File: config.mk
export PLATFORM = sky130hd
export DESIGN_NAME = pulse_spacer_flat
export DESIGN_NICKNAME = d
export VERILOG_FILES = /design/src/rtl/pulse_spacer_if.sv /design/src/rtl/pulse_spacer.sv /design/src/flat_wrapper.sv
export SDC_FILE = /design/constraint.sdc
export NUM_CORES = 1
export LEC_CHECK = 0
export ABC_AREA = 1
export CORE_MARGIN = 10
export CORE_UTILIZATION = 35
export CTS_CLUSTER_SIZE = 20
export DETAILED_ROUTE_END_ITERATION = 7
export GPL_TIMING_DRIVEN = 0
export HOLD_SLACK_MARGIN = 0.12
export SETUP_SLACK_MARGIN = 0.02
export SYNTH_ARGS = -nofsm -noshare
export SYNTH_HDL_FRONTEND = slang
export SYNTH_SLANG_ARGS = --single-unit
File: constraint.sdc
create_clock -name clock_a -period 2.1 [get_ports clock_a]
set_input_delay 0.63 -clock clock_a [delete_from_list [all_inputs] [get_ports clock_a]]
set_output_delay 0.63 -clock clock_a [all_outputs]
set_load 0.005 [all_outputs]
File: src/rtl/pulse_spacer_if.sv
// pulse_spacer_if: event/status bundle between the pulse source and pulse_spacer.
// The flush signal exists only when PULSE_SPACER_FLUSH_EN is defined.
interface pulse_spacer_if #(
   parameter int CNT_W = 4
);
   logic             pls_in;
   logic             clr_ovf;
`ifdef PULSE_SPACER_FLUSH_EN
   logic             flush;
`endif
   logic             pls_out;
   logic [CNT_W-1:0] pending;
   logic             overflow;
   logic             busy;

   modport master (
      output pls_in, clr_ovf,
`ifdef PULSE_SPACER_FLUSH_EN
      output flush,
`endif
      input  pls_out, pending, overflow, busy
   );

   modport slave (
      input  pls_in, clr_ovf,
`ifdef PULSE_SPACER_FLUSH_EN
      input  flush,
`endif
      output pls_out, pending, overflow, busy
   );
endinterface

File: src/rtl/pulse_spacer.sv
// pulse_spacer: queues single-cycle events and re-emits them >= GAP cycles apart, 1-cycle latency when idle.
// No backpressure: events beyond 2^CNT_W-1 queued are dropped into a sticky overflow; flush via PULSE_SPACER_FLUSH_EN.
module pulse_spacer #(
   parameter int CNT_W = 4,
   parameter int GAP   = 4
) (
   input  logic          clock_a,
   input  logic          async_rst_n,
   pulse_spacer_if.slave sp
);
   localparam int               GAP_W      = (GAP > 1) ? $clog2(GAP) : 1;
   localparam logic [CNT_W:0]   MAX_WIDE   = {1'b0, {CNT_W{1'b1}}};
   localparam logic [CNT_W-1:0] MAX_CNT    = {CNT_W{1'b1}};
   localparam logic [GAP_W-1:0] GAP_RELOAD = GAP_W'(GAP - 1);

   typedef enum logic [1:0] {IDLE = 2'd0, READY = 2'd1, HOLD = 2'd2} state_t;

   state_t           state_q, state_d;
   logic [CNT_W-1:0] pending_q, pending_d;
   logic [GAP_W-1:0] gap_q, gap_d;
   logic             pls_out_q;
   logic             ovf_q, ovf_d;
   logic             busy_q, busy_d;
   logic             issue, drop, flush;
   logic [CNT_W:0]   sum;

`ifdef PULSE_SPACER_FLUSH_EN
   assign flush = sp.flush;
`else
   assign flush = 1'b0;
`endif

   // IDLE/READY both mean the holdoff has expired; an IDLE pulse bypasses the queue.
   always_comb begin
      issue     = !flush && ((state_q == READY) || ((state_q == IDLE) && sp.pls_in));
      sum       = {1'b0, pending_q} + (CNT_W+1)'(sp.pls_in) - (CNT_W+1)'(issue);
      drop      = !flush && (sum > MAX_WIDE);
      pending_d = flush ? '0 : (drop ? MAX_CNT : sum[CNT_W-1:0]);
      gap_d     = '0;
      if (!flush) begin
         if (issue)
            gap_d = GAP_RELOAD;
         else if (gap_q != '0)
            gap_d = gap_q - GAP_W'(1);
      end
      ovf_d     = drop ? 1'b1 : (sp.clr_ovf ? 1'b0 : ovf_q);
      busy_d    = (pending_d != '0) || (gap_d != '0);
      state_d   = (gap_d != '0) ? HOLD : ((pending_d != '0) ? READY : IDLE);
   end

   always_ff @(posedge clock_a or negedge async_rst_n) begin
      if (!async_rst_n) begin
         state_q   <= IDLE;
         pending_q <= '0;
         gap_q     <= '0;
         pls_out_q <= 1'b0;
         ovf_q     <= 1'b0;
         busy_q    <= 1'b0;
      end else begin
         state_q   <= state_d;
         pending_q <= pending_d;
         gap_q     <= gap_d;
         pls_out_q <= issue;
         ovf_q     <= ovf_d;
         busy_q    <= busy_d;
      end
   end

   assign sp.pls_out  = pls_out_q;
   assign sp.pending  = pending_q;
   assign sp.overflow = ovf_q;
   assign sp.busy     = busy_q;
endmodule

File: src/flat_wrapper.sv
// flat-port wrapper written by rule: the top's interface ports become plain ports
module pulse_spacer_flat 
#(
   parameter int CNT_W = 4,
   parameter int GAP   = 4
)
  (clock_a, async_rst_n, sp_pls_in, sp_clr_ovf, sp_pls_out, sp_pending, sp_overflow, sp_busy);
  pulse_spacer_if #(.CNT_W(CNT_W)) sp_i ();
  input  logic clock_a;
  input  logic async_rst_n;
  input wire logic [$bits(sp_i.pls_in)-1:0] sp_pls_in;
  input wire logic [$bits(sp_i.clr_ovf)-1:0] sp_clr_ovf;
  output wire logic [$bits(sp_i.pls_out)-1:0] sp_pls_out;
  output wire logic [$bits(sp_i.pending)-1:0] sp_pending;
  output wire logic [$bits(sp_i.overflow)-1:0] sp_overflow;
  output wire logic [$bits(sp_i.busy)-1:0] sp_busy;
  assign sp_i.pls_in = sp_pls_in;
  assign sp_i.clr_ovf = sp_clr_ovf;
  assign sp_pls_out = sp_i.pls_out;
  assign sp_pending = sp_i.pending;
  assign sp_overflow = sp_i.overflow;
  assign sp_busy = sp_i.busy;
  pulse_spacer #(.CNT_W(CNT_W), .GAP(GAP)) u_core (.clock_a(clock_a), .async_rst_n(async_rst_n), .sp(sp_i));
endmodule
==> results.ini <==
[status]
run_status=complete, no violations

[yosys]
synthDominantAreaCellType=sky130_fd_sc_hd__dfrtp_1
post_synth_inst_count=66
synth_compound_area_share_pct=4.75
post_synth_xor_area_fraction_pct=1.51
synth.net_count=76
synth_largest_type_area_fraction_pct=47.5
postSynthRegisterBits=11
post_synth.cell_area_avg_um2=8.78
yosysUniqueCellTypes=14
ys_warn_count=0
synth_mux_area_share_pct=0
ys_seq_area_share_pct=47.5
synthesis.area_um2=579
synth_adder_area_share_pct=14.3
post_synth_main_area_contributors=sky130_fd_sc_hd__dfrtp_1 (48%), sky130_fd_sc_hd__ha_1 (11%), sky130_fd_sc_hd__inv_1 (10%)
simple_gate_fraction_of_synth_area_pct=21.6
synth_top_family_by_area=simple AND/OR/NAND/NOR gates

[floorplanning]
core_area_um2=1540
std_cell_rows=14
floorplan.io_pins=11
fp.dieArea_um2=3680
die_h_um=60.7
floorplan.initialDensity_pct=37.6
die_width_um=60.7

[global_route]
antenna_violations_before_repair=0
grt_pass1_vias=469
grt_max_degree=12
global_route.usage.total_pct=6.49
first_pass_grt_wire_length_um=1860
global_route.overflow_total=0

[layout]
n_antenna_cell=0
multiInputGateArea_um2=304
regArea_um2=275
total_of_fill_cells_in_the_finished_design=145
stdcell_area_um2=838
post_route_cells_drive_above_1_share_pct=26.7
final_nets=97
final_cell_mix=sky130_fd_sc_hd__inv_1 (13), sky130_fd_sc_hd__nand2_1 (13), sky130_fd_sc_hd__dfrtp_1 (11), sky130_fd_sc_hd__clkdlybuf4s50_1 (9), sky130_fd_sc_hd__buf_4 (6)
syn2layout_area_growth_pct=44.7
postLayoutCoreUtil_pct=54.4

[worst_setup_path]
worst_ep_arrival_time_ns=2.21
crit_required_ns=2.25
critPathMaxStageDelay_ns=0.35
cp_max_fo=3
critical_path.cell_chain=buf_8 > nor2_4 > nor2_4 > ha_4 > inv_4 > ha_4 > inv_2 > fa_2 > inv_2 > nand2_1 > nand2_1 > nand3_2 > nand2_4 > nand3_4 > nor2_4 > nand2_1
cp-start-kind=primary input
critPathSlowestCell=sky130_fd_sc_hd__fa_2
worst-setup-path-type=primary input to register
r2r_slack_ns=0.13
timing.critical_path.max_delay_family=adder cells
worst_setup_path_end_kind=register
cp.buffers_inverters=4

[timing]
report.final.hold_viol_count=0
worst-slew-pin-transition_ns=0.470
final.period_utilization_pct=98.1
timing.max_slew.rel_slack_pct=68.6
layout_skew_ns=0.00240
max_clock_freq_mhz=485
setup_viols_final=0
timing_max_transition_violations_final=0
final.min_clock_period_ns=2.06
grt_setup_unrepaired=true

[route]
first_iter_violations=2
drc=0
firstDrtPassIters=2
detail_route.vias_per_cell=4.40
postRouteWirelength_um=1110
dr_total_vias=449
wl_per_cell_um=10.8
postRouteAntennaNets=0

[run]
maxCapViolCount=0

[clock_tree]
root_buffer=sky130_fd_sc_hd__clkbuf_4
cts_num_sinks=11
clock_insertion_delay_worst_skew_ns=0.26
h-tree-depth=1
tritoncts.num_buffers=3
tritoncts=built
clk_pin_slew_worst_paths_ns=0.07
cts.path.max_buffers=2

[power]
cellPowerDensity_nw_per_um2=1730
vdd_drop_max_mv=0.857
p_leak_nw=0.411

[place]
hpwl_um=821
port_buffers=10
finalWeightedCongestion=0.678
placed_cell_area_um2=714

[hold_path]
min_path_type=register to register

## metal layers
| layer | vias up | share of wire (%) | global-route usage [%] |
|---|---|---|---|
| met5 | - | 0 | 0 |
| met4 | 0 | 0.72 | 2.82 |
| met3 | 2 | 5.3 | 2.30 |
| met2 | 5 | 49 | 10.6 |
| met1 | 203 | 45 | 7.43 |
| li1 | 239 | - | - |
## worst register-to-register path, cell delays in order, from the launching register on
cell,delay (ns)
sky130_fd_sc_hd__dfrtp_1,0.39
sky130_fd_sc_hd__nor2_4,0.10
sky130_fd_sc_hd__nor2_4,0.05
sky130_fd_sc_hd__ha_4,0.21
sky130_fd_sc_hd__inv_4,0.05
sky130_fd_sc_hd__ha_4,0.12
sky130_fd_sc_hd__inv_2,0.03
sky130_fd_sc_hd__fa_2,0.35
sky130_fd_sc_hd__inv_2,0.06
sky130_fd_sc_hd__nand2_1,0.04
sky130_fd_sc_hd__nand2_1,0.07
sky130_fd_sc_hd__nand3_2,0.08
sky130_fd_sc_hd__nand2_4,0.09
sky130_fd_sc_hd__nand3_4,0.07
sky130_fd_sc_hd__nor2_4,0.09
sky130_fd_sc_hd__nand2_1,0.05
## synthesized netlist by cell type
cell                       number
sky130_fd_sc_hd__inv_1         16
sky130_fd_sc_hd__o211ai_1       1
sky130_fd_sc_hd__nand3_1        3
sky130_fd_sc_hd__nor2_1         6
sky130_fd_sc_hd__o21ai_0        3
sky130_fd_sc_hd__nand2_1       13
sky130_fd_sc_hd__nand2_2        1
sky130_fd_sc_hd__xnor2_1        1
sky130_fd_sc_hd__a21oi_1        1
sky130_fd_sc_hd__ha_1           5
sky130_fd_sc_hd__nand3_2        2
sky130_fd_sc_hd__nor2_2         2
sky130_fd_sc_hd__fa_1           1
sky130_fd_sc_hd__dfrtp_1       11
## layout make-up
type                            instances  share of cell area, %
Clock buffer                            4                   3.13
Tap cell                               16                   2.39
Sequential cell                        11                   32.8
Multi-Input combinational cell         39                   36.3
Inverter                               16                   7.46
Timing Repair Buffer                   16                   17.9
## where the power goes
group / leakage (nW) / internal (mW) / switching, mW / total, mW
clock: 0.0150 / 0.0732 / 0.0631 / 0.136
combinational: 0.276 / 0.460 / 0.490 / 0.949
sequential: 0.120 / 0.307 / 0.0561 / 0.363
total: 0.411 / 0.840 / 0.609 / 1.45
## cells by family (layout without fill, tap and decap cells)
logic type	Yosys count	count (layout)
flip-flops	11	11
XOR/XNOR	1	1
AND/OR/NAND/NOR	27	27
AO/OA/AOI/OAI	5	5
buffers and inverters	16	36
adder cells (fa/ha/maj)	6	6
## path summary, 6_finish.rpt
| kind | startpoint | to | cells after the start |
|---|---|---|---|
| worst max-delay path | sp_pls_in | u_core.sp.busy | 16 |
| worst min-delay path | u_core.gap_q[0] | u_core.gap_q[0] | 1 |
| worst max register to register | u_core.state_q[0] | u_core.sp.busy | 15 |
| worst min register to register | u_core.gap_q[0] | u_core.gap_q[0] | 1 |
| max in group asynchronous | async_rst_n | u_core.gap_q[1] | 1 |
| min in group asynchronous | async_rst_n | u_core.sp.pending[1] | 1 |
## through the flow
stage	hold WS [ns]	setup slack [ns]	TNS, ns	power (mW)	std cells
final	0.491	0.0390	0	1.45	102
after global routing	0.495	-0.0926	-0.276	1.61	102
after CTS	0.483	-0.0190	-0.0190	1.39	101
after detailed placement	0.429	-0.948	-5.75	1.08	92
after global placement	0.434	-0.934	-5.65	1.07	92
after floorplan	0.334	-0.171	-0.483	0.865	66
## registers in the layout (all words and copies together), names as in the netlist
signal	count
u_core.sp.pending	4
u_core.state_q	2
u_core.gap_q	2
u_core.sp.pls_out	1
u_core.sp.overflow	1
u_core.sp.busy	1
## timing repair
action	CTS	global route
hold buffers	0	0
gates resized for setup	13	3
endpoints found under the setup margin	7	7
setup buffers	5	1
pin swaps	7	6
(Power assumes the default switching activity.)
